<file path="config.mk">
export PLATFORM = sky130hd
export DESIGN_NAME = demux_dispatch_8
export DESIGN_NICKNAME = d
export VERILOG_FILES = /design/src/rtl/demux_pkg.sv /design/src/rtl/rr_ptr3.sv /design/src/rtl/demux_dispatch_8.sv
export SDC_FILE = /design/constraint.sdc
export NUM_CORES = 1
export LEC_CHECK = 0
export CORE_UTILIZATION = 46
export CTS_CLUSTER_SIZE = 14
export DETAILED_ROUTE_END_ITERATION = 10
export GPL_ROUTABILITY_DRIVEN = 0
export PLACE_DENSITY = 0.82
export RECOVER_POWER = 50
export SYNTH_ARGS = -nofsm -noshare
export SYNTH_HDL_FRONTEND = slang
export SYNTH_SLANG_ARGS = --single-unit
</file>
<file path="constraint.sdc">
create_clock -name clk -period 5.2 [get_ports clk]
set_input_delay 1.3 -clock clk [delete_from_list [all_inputs] [get_ports clk]]
set_output_delay 1.3 -clock clk [all_outputs]
set_load 0.02 [all_outputs]
</file>
<file path="src/rtl/demux_pkg.sv">
// Shared definitions for the 1-to-8 dispatch block: FSM encoding, channel
// count and select width.
package demux_pkg;

    localparam int NUM_CH = 8;
    localparam int SEL_W  = 3;

    typedef enum logic {
        EMPTY = 1'b0,
        FULL  = 1'b1
    } state_t;

    // One-hot decode of a channel select.
    function automatic logic [NUM_CH-1:0] sel_onehot(input logic [SEL_W-1:0] sel);
        logic [NUM_CH-1:0] oh;
        oh = '0;
        oh[sel] = 1'b1;
        return oh;
    endfunction

endpackage

</file>
<file path="src/rtl/rr_ptr3.sv">
// 3-bit wrapping counter with enable; used as the round-robin destination pointer.
module rr_ptr3
    import demux_pkg::*;
(
    input  logic             clk,
    input  logic             rst_n,
    input  logic             en,
    output logic [SEL_W-1:0] count
);

    logic [SEL_W-1:0] count_reg;
    logic [SEL_W-1:0] count_next;

    always_comb begin
        count_next = count_reg;
        if (en) begin
            count_next = count_reg + 1'b1;
        end
    end

    always_ff @(posedge clk) begin
        if (!rst_n) begin
            count_reg <= '0;
        end else begin
            count_reg <= count_next;
        end
    end

    assign count = count_reg;

endmodule

</file>
<file path="src/rtl/demux_dispatch_8.sv">
// Single-entry dispatch buffer that steers each accepted item to one of eight
// channels, either by explicit destination or round-robin.
module demux_dispatch_8
    import demux_pkg::*;
#(
    parameter int DATA_W = 8
) (
    input  logic              clk,
    input  logic              rst_n,
    input  logic              in_valid,
    output logic              in_ready,
    input  logic [DATA_W-1:0] in_data,
    input  logic [SEL_W-1:0]  in_dest,
    input  logic              mode,
    output logic [DATA_W-1:0] out_data,
    output logic [SEL_W-1:0]  out_sel,
    output logic [NUM_CH-1:0] out_valid,
    input  logic [NUM_CH-1:0] out_ready,
    output logic [7:0]        sent_cnt
);

    state_t            state_reg, state_next;
    logic [DATA_W-1:0] data_reg, data_next;
    logic [SEL_W-1:0]  sel_reg, sel_next;
    logic [7:0]        sent_cnt_reg, sent_cnt_next;
    logic [SEL_W-1:0]  rr_ptr;
    logic              up_xfer;
    logic              dn_xfer;
    logic              sel_ready;

    // Only the ready bit of the currently selected channel matters.
    assign sel_ready = out_ready[sel_reg];

    assign dn_xfer = (state_reg == FULL) && sel_ready;
    assign up_xfer = in_valid && in_ready;

    rr_ptr3 u_rr_ptr (
        .clk   (clk),
        .rst_n (rst_n),
        .en    (up_xfer && mode),
        .count (rr_ptr)
    );

    always_comb begin
        state_next    = state_reg;
        data_next     = data_reg;
        sel_next      = sel_reg;
        sent_cnt_next = sent_cnt_reg;
        in_ready      = 1'b0;

        if (rst_n) begin
            case (state_reg)
                EMPTY:   in_ready = 1'b1;
                FULL:    in_ready = sel_ready;
                default: in_ready = 1'b0;
            endcase
        end

        case (state_reg)
            EMPTY: begin
                if (up_xfer) begin
                    state_next = FULL;
                end
            end
            FULL: begin
                if (dn_xfer && !up_xfer) begin
                    state_next = EMPTY;
                end
            end
            default: state_next = EMPTY;
        endcase

        // Destination is frozen at acceptance so a later mode flip cannot
        // re-route an item already held.
        if (up_xfer) begin
            data_next = in_data;
            sel_next  = mode ? rr_ptr : in_dest;
        end

        if (dn_xfer) begin
            sent_cnt_next = sent_cnt_reg + 8'd1;
        end
    end

    always_ff @(posedge clk) begin
        if (!rst_n) begin
            state_reg    <= EMPTY;
            data_reg     <= '0;
            sel_reg      <= '0;
            sent_cnt_reg <= '0;
        end else begin
            state_reg    <= state_next;
            data_reg     <= data_next;
            sel_reg      <= sel_next;
            sent_cnt_reg <= sent_cnt_next;
        end
    end

    generate
        for (genvar gi = 0; gi < NUM_CH; gi++) begin : g_valid
            assign out_valid[gi] = (state_reg == FULL) && (sel_reg == SEL_W'(gi));
        end
    endgenerate

    assign out_data = data_reg;
    assign out_sel  = sel_reg;
    assign sent_cnt = sent_cnt_reg;

endmodule

</file>
* Word level (Yosys, flattened, before mapping) *
Cells that the tools add are included.

storage, ports and cells
  input bits = 23
  register bits after elaboration = 23
  bits in writable memories = 0
  ROM bits = 0
  bits in latches = 0
  memories = 0
  logic and storage cells = 38

operators by class
  bitwise logic cells = 1
  order comparisons = 1
  equality and inequality tests = 7
  multiplexer cells = 8
  div/mod/pow operators = 0
  multiply operators = 0
  shifts and indexed selects = 0
  $add $sub $neg = 2
  reduce and logical (&&, ||, !) cells = 14

operators with widths
  cell                                                 count
  == test 3 bit (second input constant)                4
  logical AND 1 bit                                    12
  adder 8 x 1 -> 8 bit (second input constant)         1
  == test 3 x 2 -> 1 bit (second input constant)       2
  < comparator 3 x 4 -> 1 bit (second input constant)  1
  2-to-1 mux 1 bit                                     4
  one-hot mux 1 bit (2 select lines)                   2
  adder 3 x 1 -> 3 bit (second input constant)         1
  binary-select mux 1 bit (select 3 bit)               1
  == test 3 x 1 -> 1 bit (second input constant)       1
  logical NOT 3 bit                                    1
  2-to-1 mux 3 bit                                     1
  logical NOT 1 bit                                    1
  inverter 1 bit                                       1

* Depth between registers and ports, before layout *
  word-level depth = 9
  gate-level depth with buffers = 6
  mapped depth without buffers = 4

* Cells and area by module *
From an unflattened synthesis, not the netlist that was laid out.

unflattened totals
  cell total of the unflattened synthesis = 187
  area, all modules = 1532.7 sq um

modules (own cells, without submodules)
  module            times used  sequential area each (sq um)  cells an instance  area an instance (sq um)
  demux_dispatch_8  1           400.4                         175                1405.1
  rr_ptr3           1           60.1                          12                 127.6

* Least setup slack after synthesis *
No wires, ideal clock.

  path type = in2out
  start point = input out_ready[7]
  end point = output in_ready
  stages on the path = 4
  data arrival time = 2.456 ns
  buffers on the path = 1
  setup slack = 1.444 ns
  cells stage by stage = mux2i_1 mux4_2 buf_2 a21oi_1

between the ends
  word-level cells in the longest chain between the ends = 4

ends and longest elaborated chain
  what                                    line                    RTL
  start, declared                         demux_dispatch_8.sv:18  input logic [NUM_CH-1:0] out_ready,
  binary-select mux 1 bit (select 3 bit)  demux_dispatch_8.sv:32  assign sel_ready = out_ready[sel_reg];
  2-to-1 mux 1 bit (not written as such)  demux_dispatch_8.sv:32
  one-hot mux 1 bit (2 select lines)      demux_dispatch_8.sv:52  case (state_reg)
  2-to-1 mux 1 bit                        demux_dispatch_8.sv:51  if (rst_n) begin
  end, declared                           demux_dispatch_8.sv:11  output logic in_ready,

Every way passes these cells. The select of a mux whose other input is x is not followed.

* Worst setup path after layout *
Ends and elaborated chain as after synthesis.

==> summary.md <==
| Metric | Value |
|---|---|
| # nets final | `215` |
| Placed Instances | `215` |
| Final hold vios | `0` |
| Share of cells above drive strength 1 | `5.82%` |
| Starting Density | `49.8%` |
| First-pass GRT wire length | `4800 µm` |
| Syn avg cell area | `8.72 µm²` |
| Mapped cell area | `roughly 0.0013 mm²` |
| CTS resizes | `0` |
| CP Max Fanout | `19` |
| Least-Margin Pin Slew | `0.645 ns` |
| Crit path DAT | `3.41 ns` |
| Max-slew headroom | `57.0%` |
| Total length of routed met3 wires | `~160 µm` |
| Power density cells | `215 mW/mm²` |
| # Max-Cap Violations | `0` |
| Pint | `between 0.2 and 0.3 mW` |
| Maximum vdd drop | `0.229 mV` |
| Final Setup Violations | `0` |
| Gr ovfl total | `0` |
| Net Sw Frac | `between 30 and 40%` |
| Crit-path max cell delay | `0.66 ns` |
| ANT cells | `0` |
| Unique masters post-synth | `28` |
| Worst-path clk slew | `0.13 ns` |
| Io pins | `51` |
| Met2 Routed Length | `about 1500 µm` |
| Max Clock Freq | `0.212 GHz` |
| Pre-CTS setup slack | `0.568 ns` |
| Non-Filler Instances | `219` |
| Sequential fraction of the synthesis area | `36.7%` |
| HPWL after detailed placement | `approximately 2200 µm` |
| Post-CTS Hold Buffers | `0` |
| Critical Path RT | `3.90 ns` |
| Setup Skew | `roughly 0.0043 ns` |
| Slew Limit Fails | `0` |
| Sequential Power Share | `~52%` |
| Port bufs | `50` |
| Initial antenna violation count | `0` |
| Clk_lat worst skew | `0.32 ns` |
| Drt total wl | `roughly 2900 µm` |
| CTS H-tree lvls | `1` |
| Critical path type | `input port to output port` |
| Fin crit share | `between 90% and 100%` |
| Clock Power Share | `roughly 22%` |
| Leak | `0.722 nW` |
| Cell chain of the critical path | `dlygate4sd3_1 > mux2i_1 > mux4_2 > a21oi_1 > clkdlybuf4s50_1` |
| TritonCTS clock tree | `built` |
| Vias in the first global route | `between 1000 and 1500` |
| Average wire per standard cell | `between 10 and 15 µm` |
| Num CTS Buffers | `3` |
| Die height | `54.3 µm` |
| Crit path time final | `4.71 ns` |
| Bufs and invs on worst path | `2` |
| Status | `completed` |
| Via density per instance | `5.55` |
| Top layer in use | `met4` |
| Maximum clock insertion buffer count | `2` |
| Register bit total from synthesis | `23` |
| Detail Route Antenna Nets | `0` |
| Crit end category | `output port` |
| Area Overhead vs Synth | `41.6%` |
| Net count after synthesis | `169` |
| RSZ-0062 raised after global routing | `false` |
| Post-layout total power | `0.383 mW` |
| Setup TNS | `0 ns` |
| Overall Global Routing Usage | `22.6%` |
| Sw Pwr | `0.117 mW` |
| Startpoint Class | `input port` |
| Initial drt markers | `32` |
| DRT Pass-1 Iters | `4` |
| Yosys warnings | `0` |
| Placeable Area | `0.00252 mm²` |
| Die Width | `between 50 and 60 µm` |
| Post-CTS Setup Bufs | `0` |
| Die area | `around 0.0029 mm²` |
| Gate count after technology mapping | `144` |
| Slowest library cell on the worst path | `mux4_2` |
| Root buffer cell | `clkbuf_4` |
| Top delay family on crit path | `buffers and inverters` |
| # DRC | `0` |
| Num Clock Sinks | `23` |
| Vias | `1215` |
| Final WS setup | `0.492 ns` |
| Largest net degree at the start of global routing | `31` |
| Row count | `18` |
| Combinational power share | `26.0%` |
| Wl on met1 | `1140 µm` |
| Worst hold-check path type | `flop to flop` |
final timing paths:
kind | end | cells past startpoint | start | slack (ns)
worst min register to register | out_data[2] | 2 | out_data[2] | 0.47
worst max-delay path | in_ready | 5 | out_ready[7] | 0.49
worst max register to register | out_data[4] | 5 | out_sel[1] | 2.69
worst min-delay path | out_data[2] | 2 | out_data[2] | 0.47
layer usage:
metal | track usage [%] | vias up
li1 | - | 607
met5 | 0 | -
met1 | 24.1 | 567
met2 | 41.1 | 37
met4 | 6.41 | 0
met3 | 8.33 | 4
synthesized netlist by cell type, drive strengths merged:
master	n	area (µm²)
a21boi	1	7.51
a21oi	10	50.1
and3	1	6.26
buf	4	27.5
clkbuf	7	26.3
dfxtp	23	460
ha	2	25.0
inv	3	11.3
mux2	4	45.0
mux2i	19	190
mux4	2	45.0
nand2	25	93.8
nand2b	7	43.8
nand3	7	35.0
nor2	7	26.3
nor3	2	10.0
nor4	1	6.26
o211a	3	30.0
o211ai	3	22.5
o21ai	2	10.0
o311ai	1	8.76
o31ai	4	30.0
o41ai	1	8.76
or3	1	6.26
or4	4	30.0
placed cells by master (no fill, tap or decap), drive strengths merged:
master         count
o41ai              1
mux4               2
o31ai              4
o311ai             1
dlygate4sd3       18
ha                 2
clkinv             1
a21oi             10
clkdlybuf4s50     32
nand2b             7
nor4               1
mux2i             19
and3               1
clkbuf             4
or4                4
dfxtp             23
a21boi             1
nor3               2
buf                1
or3                1
nand3              7
o211a              3
o21ai              2
nor2               7
nand2             25
inv                3
mux2               4
o211ai             3
power groups by stage:
stage / registers [mW] / clock network [mW] / logic [mW]
2_1_floorplan: 0.204 / 0 / 0.0563
3_3_place_gp: 0.201 / 0 / 0.0994
3_5_place_dp: 0.202 / 0 / 0.103
4_1_cts: 0.198 / 0.0889 / 0.103
5_1_grt: 0.200 / 0.0952 / 0.108
6_report: 0.198 / 0.0854 / 0.0994
worst min-delay path, cell delays in order, from the launching register on:
cell	delay, ns
dfxtp_1	0.33
nand2_1	0.05
mux2i_1	0.05
area by class of cell:
class / count / area (µm²)
flip-flops and latches: 23 / 460
clock inverters: 1 / 5.00
multi-input cells: 107 / 731
inverters: 3 / 11.3
clock buffers: 3 / 22.5
well taps: 30 / 37.5
fillers: 206 / 743
repair buffers: 52 / 512
stage by stage:
step                      instance area (µm²)  util (%)  hold slack, ns
after floorplan                          1260         -           0.442
after global placement                   1760      69.6           0.441
after detailed placement                 1760      69.6           0.453
after CTS                                1780      70.7           0.476
after global routing                     1780      70.5           0.492
final                                    1780      70.5           0.468
logic make-up after synthesis:
family	after synthesis	share of synthesized area, %
AOI/OAI and AO/OA	25	13.3
adders and majority gates	2	1.99
buffers and inverters	14	5.18
DFF	23	36.7
muxes	25	22.3
and+or+nand+nor	55	20.5
Power figures use the tool's default switching activity.
